===== src/rtl/data_dewhiting_if.sv =====
// Byte stream into and out of the receive-side de-whitener.
// The master drives din/din_valid/indicator; the slave returns the decoded stream.
interface data_dewhiting_if #(
  parameter int CNT_W = 16
);
  logic [7:0]       din;
  logic             din_valid;
  logic             indicator;
  logic [7:0]       dout;
  logic             dout_valid;
  logic             payload;
  logic             frame_last;
  logic             next_indicator;
  logic [CNT_W-1:0] payload_count;

  modport master (
    output din, din_valid, indicator,
    input  dout, dout_valid, payload, frame_last, next_indicator, payload_count
  );

  modport slave (
    input  din, din_valid, indicator,
    output dout, dout_valid, payload, frame_last, next_indicator, payload_count
  );
endinterface


===== src/rtl/data_dewhiting.sv =====
// Receive-side de-whitening: follows start/pad/payload framing and XORs the
// 9-bit LFSR keystream out of payload bytes, one registered output per accepted byte.
module data_dewhiting #(
  parameter int PAD_BYTES = 80,
  parameter int CNT_W     = 16
) (
  input  logic             clk,
  input  logic             reset_n,
  data_dewhiting_if.slave  bus
);
  localparam int PW = (PAD_BYTES > 1) ? $clog2(PAD_BYTES) : 1;

  typedef enum logic [1:0] {
    WAITING  = 2'd0,
    PADDING  = 2'd1,
    ENCODING = 2'd2
  } state_t;

  state_t        state;
  logic [PW-1:0] pad_cnt;
  logic [8:0]    lfsr;
  logic [7:0]    key;
  logic [2:0]    idx;
  logic [8:0]    lfsr_nxt;

  assign lfsr_nxt = {lfsr[5] ^ lfsr[0], lfsr[8:1]};

  always_ff @(posedge clk or negedge reset_n) begin
    if (!reset_n) begin
      state              <= WAITING;
      pad_cnt            <= '0;
      lfsr               <= 9'h1FF;
      key                <= 8'hFF;
      idx                <= '0;
      bus.dout           <= '0;
      bus.dout_valid     <= 1'b0;
      bus.payload        <= 1'b0;
      bus.frame_last     <= 1'b0;
      bus.next_indicator <= 1'b0;
      bus.payload_count  <= '0;
    end else begin
      // Flags are single-cycle; dout only changes on accepted bytes.
      bus.dout_valid     <= bus.din_valid;
      bus.next_indicator <= bus.din_valid & bus.indicator;
      bus.payload        <= 1'b0;
      bus.frame_last     <= 1'b0;
      if (bus.din_valid) begin
        bus.dout <= bus.din;
        case (state)
          WAITING: begin
            lfsr    <= 9'h1FF;
            key     <= 8'hFF;
            pad_cnt <= '0;
            idx     <= '0;
            if (bus.indicator) begin
              state             <= PADDING;
              bus.payload_count <= '0;
            end
          end
          PADDING: begin
            if (pad_cnt == PW'(PAD_BYTES - 1)) begin
              state   <= ENCODING;
              pad_cnt <= '0;
              lfsr    <= lfsr_nxt;
            end else begin
              pad_cnt <= pad_cnt + 1'b1;
            end
          end
          ENCODING: begin
            bus.dout    <= bus.din ^ key;
            bus.payload <= 1'b1;
            if (bus.payload_count != '1)
              bus.payload_count <= bus.payload_count + 1'b1;
            lfsr <= lfsr_nxt;
            idx  <= idx + 3'd1;
            // Key refresh uses the state before this byte's advance.
            if (idx == 3'd7)
              key <= lfsr[7:0];
            if (bus.indicator) begin
              bus.frame_last <= 1'b1;
              state          <= WAITING;
              lfsr           <= 9'h1FF;
              key            <= 8'hFF;
              idx            <= '0;
            end
          end
          default: begin
            state   <= WAITING;
            pad_cnt <= '0;
            lfsr    <= 9'h1FF;
            key     <= 8'hFF;
            idx     <= '0;
          end
        endcase
      end
    end
  end
endmodule


===== src/flat_wrapper.sv =====
// flat-port wrapper written by rule: the top's interface ports become plain ports
module data_dewhiting_flat 
#(
  parameter int PAD_BYTES = 80,
  parameter int CNT_W     = 16
)
  (clk, reset_n, bus_din, bus_din_valid, bus_indicator, bus_dout, bus_dout_valid, bus_payload, bus_frame_last, bus_next_indicator, bus_payload_count);
  data_dewhiting_if #(.CNT_W(CNT_W)) bus_i ();
  input  logic clk;
  input  logic reset_n;
  input wire logic [$bits(bus_i.din)-1:0] bus_din;
  input wire logic [$bits(bus_i.din_valid)-1:0] bus_din_valid;
  input wire logic [$bits(bus_i.indicator)-1:0] bus_indicator;
  output wire logic [$bits(bus_i.dout)-1:0] bus_dout;
  output wire logic [$bits(bus_i.dout_valid)-1:0] bus_dout_valid;
  output wire logic [$bits(bus_i.payload)-1:0] bus_payload;
  output wire logic [$bits(bus_i.frame_last)-1:0] bus_frame_last;
  output wire logic [$bits(bus_i.next_indicator)-1:0] bus_next_indicator;
  output wire logic [$bits(bus_i.payload_count)-1:0] bus_payload_count;
  assign bus_i.din = bus_din;
  assign bus_i.din_valid = bus_din_valid;
  assign bus_i.indicator = bus_indicator;
  assign bus_dout = bus_i.dout;
  assign bus_dout_valid = bus_i.dout_valid;
  assign bus_payload = bus_i.payload;
  assign bus_frame_last = bus_i.frame_last;
  assign bus_next_indicator = bus_i.next_indicator;
  assign bus_payload_count = bus_i.payload_count;
  data_dewhiting #(.PAD_BYTES(PAD_BYTES), .CNT_W(CNT_W)) u_core (.clk(clk), .reset_n(reset_n), .bus(bus_i));
endmodule

===== config.mk =====
export PLATFORM = sky130hd
export DESIGN_NAME = data_dewhiting_flat
export DESIGN_NICKNAME = d
export VERILOG_FILES = /design/src/rtl/data_dewhiting_if.sv /design/src/rtl/data_dewhiting.sv /design/src/flat_wrapper.sv
export SDC_FILE = /design/constraint.sdc
export NUM_CORES = 1
export LEC_CHECK = 0
export ABC_AREA = 1
export CORE_MARGIN = 10
export CORE_UTILIZATION = 51
export CTS_BUF_LIST = sky130_fd_sc_hd__clkbuf_8
export DETAILED_ROUTE_END_ITERATION = 8
export PLACE_DENSITY_LB_ADDON = 0.08
export SLEW_MARGIN = 15
export SYNTH_ARGS = -nofsm -noshare
export SYNTH_HDL_FRONTEND = slang
export SYNTH_SLANG_ARGS = --single-unit

===== constraint.sdc =====
create_clock -name clk -period 4.7 [get_ports clk]
set_input_delay 1.175 -clock clk [delete_from_list [all_inputs] [get_ports clk]]
set_output_delay 1.175 -clock clk [all_outputs]
set_load 0.02 [all_outputs]

==> Implementation_results.wiki, run 1 <==
{| class="wikitable"
! Metric !! Value
|-
| Sequential power share || 40.9%
|-
| Final instance count without filler cells || 505
|-
| Power, Total || 1.627 mW
|-
| Internal power consumption || 1.032 mW
|-
| Worst Setup End Kind || flip-flop
|-
| Average detailed-routed wire length per instance || approximately 13 um
|-
| Initial cell density of the core || 53.58%
|-
| Crit Reg-Reg Startpoint || u_core.state[0]
|-
| Vertical die dimension || 96.99 um
|-
| Critical path peak fanout || 19
|-
| Unrepaired setup endpoints after global routing || no
|-
| Weighted congestion at the end of routability-driven global placement || just over 0.8
|-
| Leakage component of the power || 1.694 nW
|-
| Horizontal die dimension || approximately 97 um
|-
| Power density relative to cell area || ~450 nW/um^2
|-
| CORE AREA || ~5600 sq um
|-
| Time the final worst path needs with I/O delays and setup || between 2 and 3 ns
|-
| Hold wc startpoint || u_core.bus.dout[0]
|-
| Clock latency at the later pin of the worst-skew pair || ~0.34 ns
|-
| Ratio of final minimum period to clock period || between 60 and 70%
|-
| CTS tree || yes
|-
| Mean instance size in the synthesized netlist || 7.872 sq um
|-
| Synth top area cells || sky130_fd_sc_hd__dfrtp_1 (33%), sky130_fd_sc_hd__dfstp_2 (15%), sky130_fd_sc_hd__nand2_1 (14%)
|-
| Fmax achieved || ~340 MHz
|-
| Post-route worst hold slack || slightly below 0.5 ns
|-
| First-pass GRT wire length || between 10 and 15 mm
|-
| Clock power share || 25.8%
|-
| Setup slack at placement || 1.389 ns
|-
| Number of input and output port buffers inserted || 39
|-
| Crit path max-delay family || simple AND/OR/NAND/NOR gates
|-
| Rows || 27
|-
| Endpoint of the worst hold-timing path || u_core.bus.dout[0]
|-
| Total net switching power || 594.5 uW
|-
| Hold depth || 2
|-
| Number of ports placed on the die boundary || 40
|-
| Number of vias in the routed layout || 2492
|-
| Routed via count divided by cell count || between 4 and 5
|-
| Reg-to-reg critical path endpoint || u_core.bus.payload_count[15]
|-
| Number of buffers inserted by post-CTS setup repair || 0
|-
| Aggregate global-route resource usage || 14.38%
|-
| Measured slew at the worst slew-check pin || 0.7999 ns
|-
| Switching portion of total power || 36.55%
|-
| Final WS setup || 1.752 ns
|-
| Type of the most critical hold path || reg -> reg
|-
| Fill cell instance count of the final layout || ~480
|-
| Synthesized net count || 403
|-
| Number of buffers added by the clock tree synthesis step || 9
|-
| Skew final || 0.006608 ns
|-
| Sequential element share of the synthesized area || between 40% and 50%
|-
| Vias in the first global route || 2387
|-
| Post-layout instance area || 3649 sq um
|-
| Clk buf depth || 2
|-
| Synth top area share || 33.11%
|-
| Root cell of the clock tree || sky130_fd_sc_hd__clkbuf_8
|-
| Sum of negative setup slack || 0 ns
|-
| Worst stage delay on the critical path || 0.66 ns
|-
| Number of warning messages in the yosys log || 0
|-
| Critical path's slowest cell || sky130_fd_sc_hd__clkdlybuf4s50_1
|-
| Count of antenna diodes in the layout || 0
|-
| Count of cells resized by post-cts repair || 0
|-
| Logic gate share of total power || between 30% and 40%
|-
| Synth Register Bits || 57
|-
| Instance area after placement || 3463 sq um
|-
| Cell breakdown of the critical path || clkdlybuf4s50_1, inv_2, nor2_1, nand2_1, nor2_2, a21oi_1
|-
| Hold-fix buffers at CTS || 0
|-
| Global-route congestion overflow total || 0
|-
| Buf+Inv Stages, Crit Path || 2
|-
| Total of endpoints with negative setup slack in the final report || 0
|-
| Router iterations before antenna repair || 4
|-
| Layout cell share with drive strength beyond 1 || approximately an eighth
|-
| Detailed-route DRC error count || 0
|-
| Clock-pin slew of the registers on the worst-case setup and hold paths || approximately 0.060 ns
|-
| Max-Cap Viols || 0
|-
| DP HPWL || 4.700 mm
|-
| Number of library cell types mapped by synthesis || 28
|-
| Initial DRC Count || 157
|-
| Relative slew slack || between 40% and 50%
|-
| Post-synthesis instance area || 3023 sq um
|-
| Die ar. || 9407 sq um
|-
| Post-Place Cells || 489
|-
| Worst voltage drop across the vdd grid || 0.0002689 V
|-
| Deepest level of the CTS H-tree || 3
|-
| Final hold vios || 0
|-
| Data required time of the critical path || 4.96 ns
|-
| Utilization after layout || 64.67%
|-
| Startpoint type of the worst setup path || primary input
|-
| Final-report max-slew violation count || 0
|-
| Number of nets still failing antenna checks after routing || 0
|-
| Antenna violations before repair || 0
|-
| Wire length reported by the detailed router || 6.498 mm
|-
| Area grow syn2layout || 20.70%
|-
| Number of clock sinks || 57
|-
| Run status || finished clean
|-
| Area leader, netlist || sky130_fd_sc_hd__dfrtp_1
|-
| Critical path class || in -> reg
|-
| Pin count of the biggest net entering global routing || 58
|-
| Worst setup slack for register-to-register paths || ~2.3 ns
|-
| Instance count of the mapped netlist || 384
|-
| Worst EP arrival || 3.20 ns
|-
| Final layout net count || 447
|-
| Depth of the most critical reg-to-reg path || 8
|}
[worst reg2reg max path, stage by stage (launching register included)]
cell                      delay [ns]
sky130_fd_sc_hd__dfrtp_1        0.40
sky130_fd_sc_hd__inv_1          0.10
sky130_fd_sc_hd__ha_1           0.69
sky130_fd_sc_hd__o21ai_0        0.25
sky130_fd_sc_hd__a21oi_2        0.24
sky130_fd_sc_hd__nand3_1        0.27
sky130_fd_sc_hd__inv_1          0.25
sky130_fd_sc_hd__nand2_1        0.07
sky130_fd_sc_hd__nand2_1        0.06
[area by class of cell]
class,instances,area [sq um],share of cell area [%]
well taps,72,90.09,2.469
clock inverters,4,20.02,0.5487
inverters,46,172.7,4.733
multi-input cells,274,1360,37.28
repair buffers,40,392.9,10.77
clock buffers,12,165.2,4.527
flip-flops and latches,57,1448,39.68
[cells in the final DEF, fill, tap and decap left out]
cell type / instances
sky130_fd_sc_hd__nor2_4: 3
sky130_fd_sc_hd__o22ai_1: 1
sky130_fd_sc_hd__nand2_2: 4
sky130_fd_sc_hd__nand2_1: 116
sky130_fd_sc_hd__inv_2: 2
sky130_fd_sc_hd__o21ai_2: 2
sky130_fd_sc_hd__dfrtp_1: 40
sky130_fd_sc_hd__a21oi_2: 1
sky130_fd_sc_hd__nand4_1: 5
sky130_fd_sc_hd__nand2_4: 2
sky130_fd_sc_hd__clkinv_2: 1
sky130_fd_sc_hd__clkbuf_8: 12
sky130_fd_sc_hd__xor2_1: 13
sky130_fd_sc_hd__buf_2: 1
sky130_fd_sc_hd__a31o_2: 1
sky130_fd_sc_hd__xnor2_1: 1
sky130_fd_sc_hd__clkinvlp_4: 1
sky130_fd_sc_hd__ha_1: 7
sky130_fd_sc_hd__nand3_1: 21
sky130_fd_sc_hd__o21ai_0: 31
sky130_fd_sc_hd__inv_1: 46
sky130_fd_sc_hd__nor2_1: 29
sky130_fd_sc_hd__nor3_1: 3
sky130_fd_sc_hd__buf_4: 1
sky130_fd_sc_hd__or2_2: 2
sky130_fd_sc_hd__a21oi_1: 28
sky130_fd_sc_hd__nand3b_1: 1
sky130_fd_sc_hd__nor2_2: 1
sky130_fd_sc_hd__o21ai_1: 2
sky130_fd_sc_hd__dfstp_2: 17
sky130_fd_sc_hd__clkdlybuf4s50_1: 38
[power groups by stage]
stage	combinational, mW	clock [mW]	sequential [mW]
finish	0.542	0.420	0.665
global route	0.623	0.454	0.677
CTS	0.550	0.429	0.664
detailed placement	0.547	0	0.672
global placement	0.538	0	0.670
floorplan	0.354	0	0.699
[registers in the layout (all words and copies together), names as in the netlist, 2 cells and up]
signal and flops:
u_core.bus.payload_count 16, u_core.lfsr 9, u_core.bus.dout 8, u_core.key 8, u_core.pad_cnt 7, u_core.idx 3, u_core.state 2
[routing by layer]
metal	up-vias	track usage, %	wire, um
li1	1311	-	-
met1	1121	18.38	3096
met2	47	21.17	2858
met3	13	4.755	421
met4	0	7.103	122
met5	-	0	0
[worst max path at each step]
| stage | from | end | slack, ns | cells past startpoint |
|---|---|---|---|---|
| 2_1_floorplan | bus_din_valid | u_core.bus.payload_count[9] | 2.59 | 7 |
| 3_3_place_gp | bus_din_valid | u_core.key[4] | 1.48 | 6 |
| 3_5_place_dp | bus_din_valid | u_core.key[3] | 1.39 | 6 |
| 4_1_cts | bus_din_valid | u_core.key[3] | 1.74 | 6 |
| 5_1_grt | bus_din_valid | u_core.key[3] | 1.54 | 6 |
| 6_report | bus_din_valid | u_core.key[3] | 1.75 | 6 |
[cells in the mapped netlist (all sizes together)]
master	n
ha	7
a31o	1
dfrtp	40
clkbuf	2
buf	5
o21ai	35
inv	46
nand3b	1
or2	2
o22ai	1
xnor2	1
nand4	5
dfstp	17
nor3	3
nand3	21
xor2	13
nor2	33
nand2	122
a21oi	29
[cells by family (layout without fill, tap and decap cells)]
kind of cell | Yosys count | in the layout | share of synthesized area, %
simple gates | 187 | 187 | 26.57
compound gates | 66 | 66 | 11.47
buf+inv | 53 | 102 | 7.119
flops | 57 | 57 | 47.89
fa+ha+maj | 7 | 7 | 2.897
xor+xnor | 14 | 14 | 4.056
Note: power is estimated with default switching activity, not from simulation.
==> run 2, diff against run 1 <==
==> constraint.sdc (replaced) <==
create_clock -name clk -period 2.55 [get_ports clk]
set_input_delay 0.6375 -clock clk [delete_from_list [all_inputs] [get_ports clk]]
set_output_delay 0.6375 -clock clk [all_outputs]
set_load 0.02 [all_outputs]
==> Implementation_results.wiki, run 2 (synthesis gave the netlist of run 1 again) <==
{| class="wikitable"
! Metric !! Value
|-
| Run status || finished clean (unchanged)
|-
| Commonest non-fill, non-tap cell in the layout || sky130_fd_sc_hd__nand2_1 (unchanged)
|-
| Ratio of final minimum period to clock period || 82.32%
|-
| Critical path class || reg -> out (was in -> reg)
|-
| Vertical die dimension || 96.99 um (unchanged)
|-
| Clock-pin slew of the registers on the worst-case setup and hold paths || 0.06 ns (about the same)
|-
| Number of vias in the routed layout || 2539 (was 2492)
|-
| Clock latency at the later pin of the worst-skew pair || 0.33 ns (was 0.34 ns)
|-
| Final instance count without filler cells || 508 (was 505)
|-
| Skew final || 0.006352 ns (was 0.006608 ns)
|-
| Worst stage delay on the critical path || 0.65 ns (was 0.66 ns)
|-
| Worst EP arrival || 1.46 ns (was 3.20 ns)
|-
| First-pass GRT wire length || 11.29 mm (was 11.34 mm)
|-
| Root cell of the clock tree || sky130_fd_sc_hd__clkbuf_8 (unchanged)
|-
| Relative slew slack || 54.56% (was 46.67%)
|-
| Area grow syn2layout || 22.60% (was 20.70%)
|-
| Final-report max-slew violation count || 0 (unchanged)
|-
| Initial cell density of the core || 53.58% (unchanged)
|-
| Aggregate global-route resource usage || 14.26% (was 14.38%)
|-
| Fill cell instance count of the final layout || 492 (was 475)
|-
| Critical path's slowest cell || sky130_fd_sc_hd__clkdlybuf4s50_1 (unchanged)
|-
| Type of the most critical hold path || in -> async (was reg -> reg)
|-
| Unrepaired setup endpoints after global routing || no (unchanged)
|-
| Rows || 27 (unchanged)
|-
| Power, Total || 3.121 mW (was 1.627 mW)
|-
| CTS tree || yes (unchanged)
|-
| Top layer used by detailed routing || met4 (unchanged)
|-
| WL met3 || 338 um (was 421 um)
|-
| Measured slew at the worst slew-check pin || 0.6816 ns (was 0.7999 ns)
|-
| Worst voltage drop across the vdd grid || 0.0005838 V (was 0.0002689 V)
|-
| Count of cell instances traversed by the critical path || 1 (was 6)
|-
| Global-route congestion overflow total || 0 (unchanged)
|-
| Post-Place Cells || 492 (was 489)
|-
| Depth of the most critical reg-to-reg path || 8 (unchanged)
|-
| Number of flip-flops in the largest register || 16 (unchanged)
|-
| Cell breakdown of the critical path || clkdlybuf4s50_1 (was clkdlybuf4s50_1, inv_2, nor2_1, nand2_1, nor2_2, a21oi_1)
|-
| Deepest level of the CTS H-tree || 3 (unchanged)
|-
| Power density relative to cell area || 842.0 nW/um^2 (was 445.8 nW/um^2)
|-
| Number of input and output port buffers inserted || 39 (unchanged)
|-
| Antenna violations before repair || 0 (unchanged)
|-
| Count of antenna diodes in the layout || 0 (unchanged)
|-
| Met2 wire len || 2.777 mm (was 2.858 mm)
|-
| Most used cells in the layout excluding fill and tap cells || sky130_fd_sc_hd__nand2_1 (116), sky130_fd_sc_hd__inv_1 (46), sky130_fd_sc_hd__dfrtp_1 (40) (unchanged)
|-
| Wire length reported by the detailed router || 6.565 mm (was 6.498 mm)
|-
| Number of buffers inserted by post-CTS setup repair || 0 (unchanged)
|-
| CORE AREA || 5642 sq um (unchanged)
|-
| Routed via count divided by cell count || 4.998 (was 4.935)
|-
| Die ar. || 9407 sq um (unchanged)
|-
| Final hold vios || 0 (unchanged)
|-
| Number of nets still failing antenna checks after routing || 0 (unchanged)
|-
| Largest reg by FF count || u_core.bus.payload_count (unchanged)
|-
| Critical path peak fanout || 7 (was 19)
|-
| Total of endpoints with negative setup slack in the final report || 0 (unchanged)
|-
| Hold-fix buffers at CTS || 0 (unchanged)
|-
| Horizontal die dimension || 96.99 um (unchanged)
|-
| DP HPWL || 4.772 mm (was 4.700 mm)
|-
| Sum of negative setup slack || 0 ns (unchanged)
|-
| Count of cells resized by post-cts repair || 0 (unchanged)
|-
| Worst Setup End Kind || primary output (was flip-flop)
|-
| Data required time of the critical path || 1.91 ns (was 4.96 ns)
|-
| Leakage component of the power || 1.728 nW (was 1.694 nW)
|-
| Buf+Inv Stages, Crit Path || 1 (was 2)
|-
| Vias in the first global route || 2354 (was 2387)
|-
| Number of clock sinks || 57 (unchanged)
|-
| Number of buffers added by the clock tree synthesis step || 9 (unchanged)
|-
| Max-Cap Viols || 0 (unchanged)
|-
| WL met1 || 3.330 mm (was 3.096 mm)
|-
| Clk buf depth || 2 (unchanged)
|-
| Average detailed-routed wire length per instance || 12.92 um (was 12.87 um)
|-
| Time the final worst path needs with I/O delays and setup || 2.099 ns
|-
| Router iterations before antenna repair || 4 (unchanged)
|-
| Pin count of the biggest net entering global routing || 31 (was 58)
|-
| Startpoint type of the worst setup path || flip-flop (was primary input)
|-
| Fmax achieved || 476.4 MHz
|-
| Final layout net count || 450 (was 447)
|-
| Layout cell share with drive strength beyond 1 || 12.39% (was 11.78%)
|-
| Largest registers || u_core.bus.payload_count: 16 flops, u_core.lfsr: 9 flops (unchanged)
|-
| Initial DRC Count || 137 (was 157)
|-
| Weighted congestion at the end of routability-driven global placement || 0.8320 (was 0.8080)
|-
| Crit path max-delay family || buffers and inverters (was simple AND/OR/NAND/NOR gates)
|-
| Number of ports placed on the die boundary || 40 (unchanged)
|-
| Detailed-route DRC error count || 0 (unchanged)
|}
[run 2: cell types whose count changed in the layout (fill, tap and decap cells not counted)]
cell / before / now
sky130_fd_sc_hd__clkinvlp_4: 1 / 0
sky130_fd_sc_hd__buf_12: 0 / 1
sky130_fd_sc_hd__buf_4: 1 / 3
sky130_fd_sc_hd__bufinv_16: 0 / 1
[run 2: final cells by class]
| class | count | area, sq um | area share [%] |
|---|---|---|---|
| Sequential cell | 57 | 1448 | 39.06 |
| Multi-Input combinational cell | 274 | 1360 | 36.70 |
| Timing Repair Buffer | 43 | 427.9 | 11.55 |
| Inverter | 46 | 172.7 | 4.659 |
| Clock buffer | 12 | 165.2 | 4.456 |
| Tap cell | 72 | 90.09 | 2.431 |
| Clock inverter | 4 | 42.54 | 1.148 |
[run 2: through the flow]
stage	instance area [sq um]	setup WS [ns]	utilization (%)	hold WS, ns
5_1_grt	3706	0.4062	65.69	0.3816
6_report	3706	0.4509	65.69	0.3407
4_1_cts	3706	0.4389	65.69	0.3563
3_3_place_gp	3498	0.3379	62.01	0.4662
2_1_floorplan	3023	0.9313	-	0.3419
3_5_place_dp	3498	0.3059	62.01	0.4726
[run 2: path summary, 6_finish.rpt]
kind	from	end	slack [ns]
max reg2reg	u_core.pad_cnt[0]	u_core.pad_cnt[6]	0.77
min in group clk	u_core.bus.dout[3]	u_core.bus.dout[3]	0.48
min	reset_n	u_core.bus.payload_count[9]	0.34
min reg2reg	u_core.bus.dout[3]	u_core.bus.dout[3]	0.48
max	u_core.bus.payload_count[12]	bus_payload_count[12]	0.45
max in group asynchronous	reset_n	u_core.lfsr[5]	1.55
[run 2: where the power goes]
| group | leakage [nW] | switching (mW) | total, mW | internal (mW) |
|---|---|---|---|---|
| clock network | 0.115 | 0.344 | 0.866 | 0.523 |
| registers | 0.715 | 0.106 | 1.23 | 1.12 |
| logic | 0.898 | 0.656 | 1.03 | 0.371 |
| total | 1.73 | 1.11 | 3.12 | 2.01 |
[run 2: per-layer routing]
layer  global-route usage [%]  up-vias
li1                         -     1323
met1                    18.54     1163
met2                    21.11       43
met3                    3.974       10
met4                    7.103        0
met5                        0        -
==> run 3, diff against run 2 <==
==> constraint.sdc (replaced) <==
create_clock -name clk -period 1.7 [get_ports clk]
set_input_delay 0.425 -clock clk [delete_from_list [all_inputs] [get_ports clk]]
set_output_delay 0.425 -clock clk [all_outputs]
set_load 0.02 [all_outputs]
==> Implementation_results.wiki, run 3 (synthesis gave the netlist of run 1 again) <==
{| class="wikitable"
! Metric !! Value
|-
| Global-route congestion overflow total || 0 (unchanged)
|-
| Layout cell share with drive strength beyond 1 || 18.60% (was 12.39%)
|-
| Most used cells in the layout excluding fill and tap cells || sky130_fd_sc_hd__nand2_1 (115), sky130_fd_sc_hd__inv_1 (44), sky130_fd_sc_hd__dfrtp_1 (39) (was sky130_fd_sc_hd__nand2_1 (116), sky130_fd_sc_hd__inv_1 (46), sky130_fd_sc_hd__dfrtp_1 (40))
|-
| Number of nets still failing antenna checks after routing || 0 (unchanged)
|-
| Leakage component of the power || 1.932 nW (was 1.728 nW)
|-
| GR met3 Demand/Resource || 4.400% (was 3.974%)
|-
| First-pass GRT wire length || 11.62 mm (was 11.29 mm)
|-
| Average detailed-routed wire length per instance || 12.98 um (was 12.92 um)
|-
| Setup slack at placement || -0.1508 ns (was 0.3059 ns)
|-
| Horizontal die dimension || 96.99 um (unchanged)
|-
| Logic gate share of total power || 34.8% (was 32.9%)
|-
| Wire length reported by the detailed router || 6.868 mm (was 6.565 mm)
|-
| Clock-pin slew of the registers on the worst-case setup and hold paths || 0.07 ns (was 0.06 ns)
|-
| Clk buf depth || 2 (unchanged)
|-
| Weighted congestion at the end of routability-driven global placement || 0.8333 (was 0.8320)
|-
| Hold-fix buffers at CTS || 0 (unchanged)
|-
| Largest registers || u_core.bus.payload_count: 16 flops, u_core.lfsr: 9 flops (unchanged)
|-
| Sequential power share || 39.1% (was 39.3%)
|-
| Worst EP arrival || 1.15 ns (was 1.46 ns)
|-
| DP HPWL || 5.022 mm (was 4.772 mm)
|-
| Die ar. || 9407 sq um (unchanged)
|-
| Clock latency at the later pin of the worst-skew pair || 0.35 ns (was 0.33 ns)
|-
| Detailed-route DRC error count || 0 (unchanged)
|-
| Commonest non-fill, non-tap cell in the layout || sky130_fd_sc_hd__nand2_1 (unchanged)
|-
| Antenna violations before repair || 0 (unchanged)
|-
| Power, Total || 4.714 mW (was 3.121 mW)
|-
| Critical path's slowest cell || sky130_fd_sc_hd__dfrtp_1 (was sky130_fd_sc_hd__clkdlybuf4s50_1)
|-
| Total of endpoints with negative setup slack in the final report || 0 (unchanged)
|-
| Largest reg by FF count || u_core.bus.payload_count (unchanged)
|-
| Sum of negative setup slack || 0 ns (unchanged)
|-
| Worst voltage drop across the vdd grid || 0.0008377 V (was 0.0005838 V)
|-
| Clock power share || 26.1% (was 27.8%)
|-
| Global-route track usage on met1 || 18.83% (was 18.54%)
|-
| Number of clock sinks || 57 (unchanged)
|-
| Final-report max-slew violation count || 0 (unchanged)
|-
| Critical path peak fanout || 6 (was 7)
|-
| Vertical die dimension || 96.99 um (unchanged)
|-
| Startpoint type of the worst setup path || flip-flop (unchanged)
|-
| Pin count of the biggest net entering global routing || 58 (was 31)
|-
| Router iterations before antenna repair || 4 (unchanged)
|-
| Relative slew slack || 79.24% (was 54.56%)
|-
| Aggregate global-route resource usage || 14.49% (was 14.26%)
|-
| Type of the most critical hold path || in -> async (unchanged)
|-
| Max-Cap Viols || 0 (unchanged)
|-
| Vias in the first global route || 2500 (was 2354)
|-
| Routed via count divided by cell count || 5.025 (was 4.998)
|-
| Switching portion of total power || 37.16% (was 35.44%)
|-
| Power density relative to cell area || 1224 nW/um^2 (was 842.0 nW/um^2)
|-
| Crit path max-delay family || flip-flops (was buffers and inverters)
|-
| Area grow syn2layout || 27.44% (was 22.60%)
|-
| Data required time of the critical path || 1.27 ns (was 1.91 ns)
|-
| Count of antenna diodes in the layout || 0 (unchanged)
|-
| Final layout net count || 471 (was 450)
|-
| Deepest level of the CTS H-tree || 3 (unchanged)
|-
| Initial DRC Count || 123 (was 137)
|-
| Root cell of the clock tree || sky130_fd_sc_hd__clkbuf_8 (unchanged)
|-
| CTS tree || yes (unchanged)
|-
| Skew final || 0.01305 ns (was 0.006352 ns)
|-
| Most crowded layer after global routing || met2 (unchanged)
|-
| Utilization after layout || 68.29% (was 65.69%)
|-
| Buf+Inv Stages, Crit Path || 1 (unchanged)
|-
| Worst Setup End Kind || primary output (unchanged)
|-
| Number of buffers inserted by post-CTS setup repair || 0 (unchanged)
|-
| Internal power consumption || 2.962 mW (was 2.015 mW)
|-
| Time the final worst path needs with I/O delays and setup || 1.577 ns
|-
| Area used by multi-input combinational logic || 1399 sq um (was 1360 sq um)
|-
| Number of buffers added by the clock tree synthesis step || 9 (unchanged)
|-
| Initial cell density of the core || 53.58% (unchanged)
|-
| Number of vias in the routed layout || 2658 (was 2539)
|-
| Total net switching power || 1.752 mW (was 1.106 mW)
|-
| Unrepaired setup endpoints after global routing || no (unchanged)
|-
| Area used by sequential logic in the layout || 1449 sq um (was 1448 sq um)
|-
| Critical path class || reg -> out (unchanged)
|-
| Final WS setup || 0.1228 ns (was 0.4509 ns)
|-
| Number of input and output port buffers inserted || 39 (unchanged)
|-
| Fmax achieved || 634.0 MHz
|-
| Final hold vios || 0 (unchanged)
|-
| CORE AREA || 5642 sq um (unchanged)
|-
| Number of ports placed on the die boundary || 40 (unchanged)
|-
| Run status || finished clean (unchanged)
|-
| Met2 demand-to-capacity share in global routing || 21.68% (was 21.11%)
|-
| Post-route worst hold slack || 0.07177 ns (was 0.3407 ns)
|-
| Measured slew at the worst slew-check pin || 0.3103 ns (was 0.6816 ns)
|-
| Worst setup path start || u_core.bus.payload_count[11] (was u_core.bus.payload_count[12])
|-
| Worst stage delay on the critical path || 0.45 ns (was 0.65 ns)
|-
| Rows || 27 (unchanged)
|-
| Fill cell instance count of the final layout || 493 (was 492)
|-
| Number of flip-flops in the largest register || 16 (unchanged)
|-
| Ratio of final minimum period to clock period || 92.78%
|-
| Crit Reg-Reg Startpoint || u_core.state[0] (was u_core.pad_cnt[0])
|-
| Cell breakdown of the critical path || dlygate4sd2_1 (was clkdlybuf4s50_1)
|}
-- run 3: layout make-up --
class / count / area share (%)
Sequential cell: 57 / 37.61
Multi-Input combinational cell: 274 / 36.31
Timing Repair Buffer: 64 / 14.39
Inverter: 46 / 4.482
Clock buffer: 9 / 3.215
Tap cell: 72 / 2.338
Clock inverter: 7 / 1.656
-- run 3: power groups by stage --
stage / clock, mW / combinational, mW / sequential, mW
6_report: 1.23 / 1.64 / 1.84
5_1_grt: 1.31 / 1.87 / 1.87
4_1_cts: 1.25 / 1.62 / 1.83
3_5_place_dp: 0 / 1.67 / 1.86
3_3_place_gp: 0 / 1.63 / 1.85
2_1_floorplan: 0 / 0.978 / 1.93
-- run 3: final timing paths --
kind | cells after the start | end | slack, ns
setup / recovery | 1 | bus_payload_count[11] | 0.12
hold / removal | 2 | u_core.bus.payload_count[9] | 0.07
setup reg to reg | 8 | u_core.pad_cnt[2] | 0.15
hold reg to reg | 2 | u_core.bus.dout[1] | 0.48
max in group asynchronous | 2 | u_core.lfsr[5] | 1.32
min in group clk | 2 | u_core.bus.dout[1] | 0.48
-- run 3: timing repair --
action,in CTS,in global routing
setup endpoints to repair,27,30
gates cloned,0,0
pin swaps,0,1
gates resized for setup,27,12
-- run 3: stage by stage --
stage,cell area (sq um),instances
after floorplan,3023,384
after global placement,3656,513
after detailed placement,3656,513
after CTS,3810,529
after global routing,3852,529
final,3852,529
-- run 3: metal layers --
metal	vias to the layer above	wire, um
met1	1240	3337
li1	1352	-
met2	57	3053
met5	-	0
met3	9	389
met4	0	87
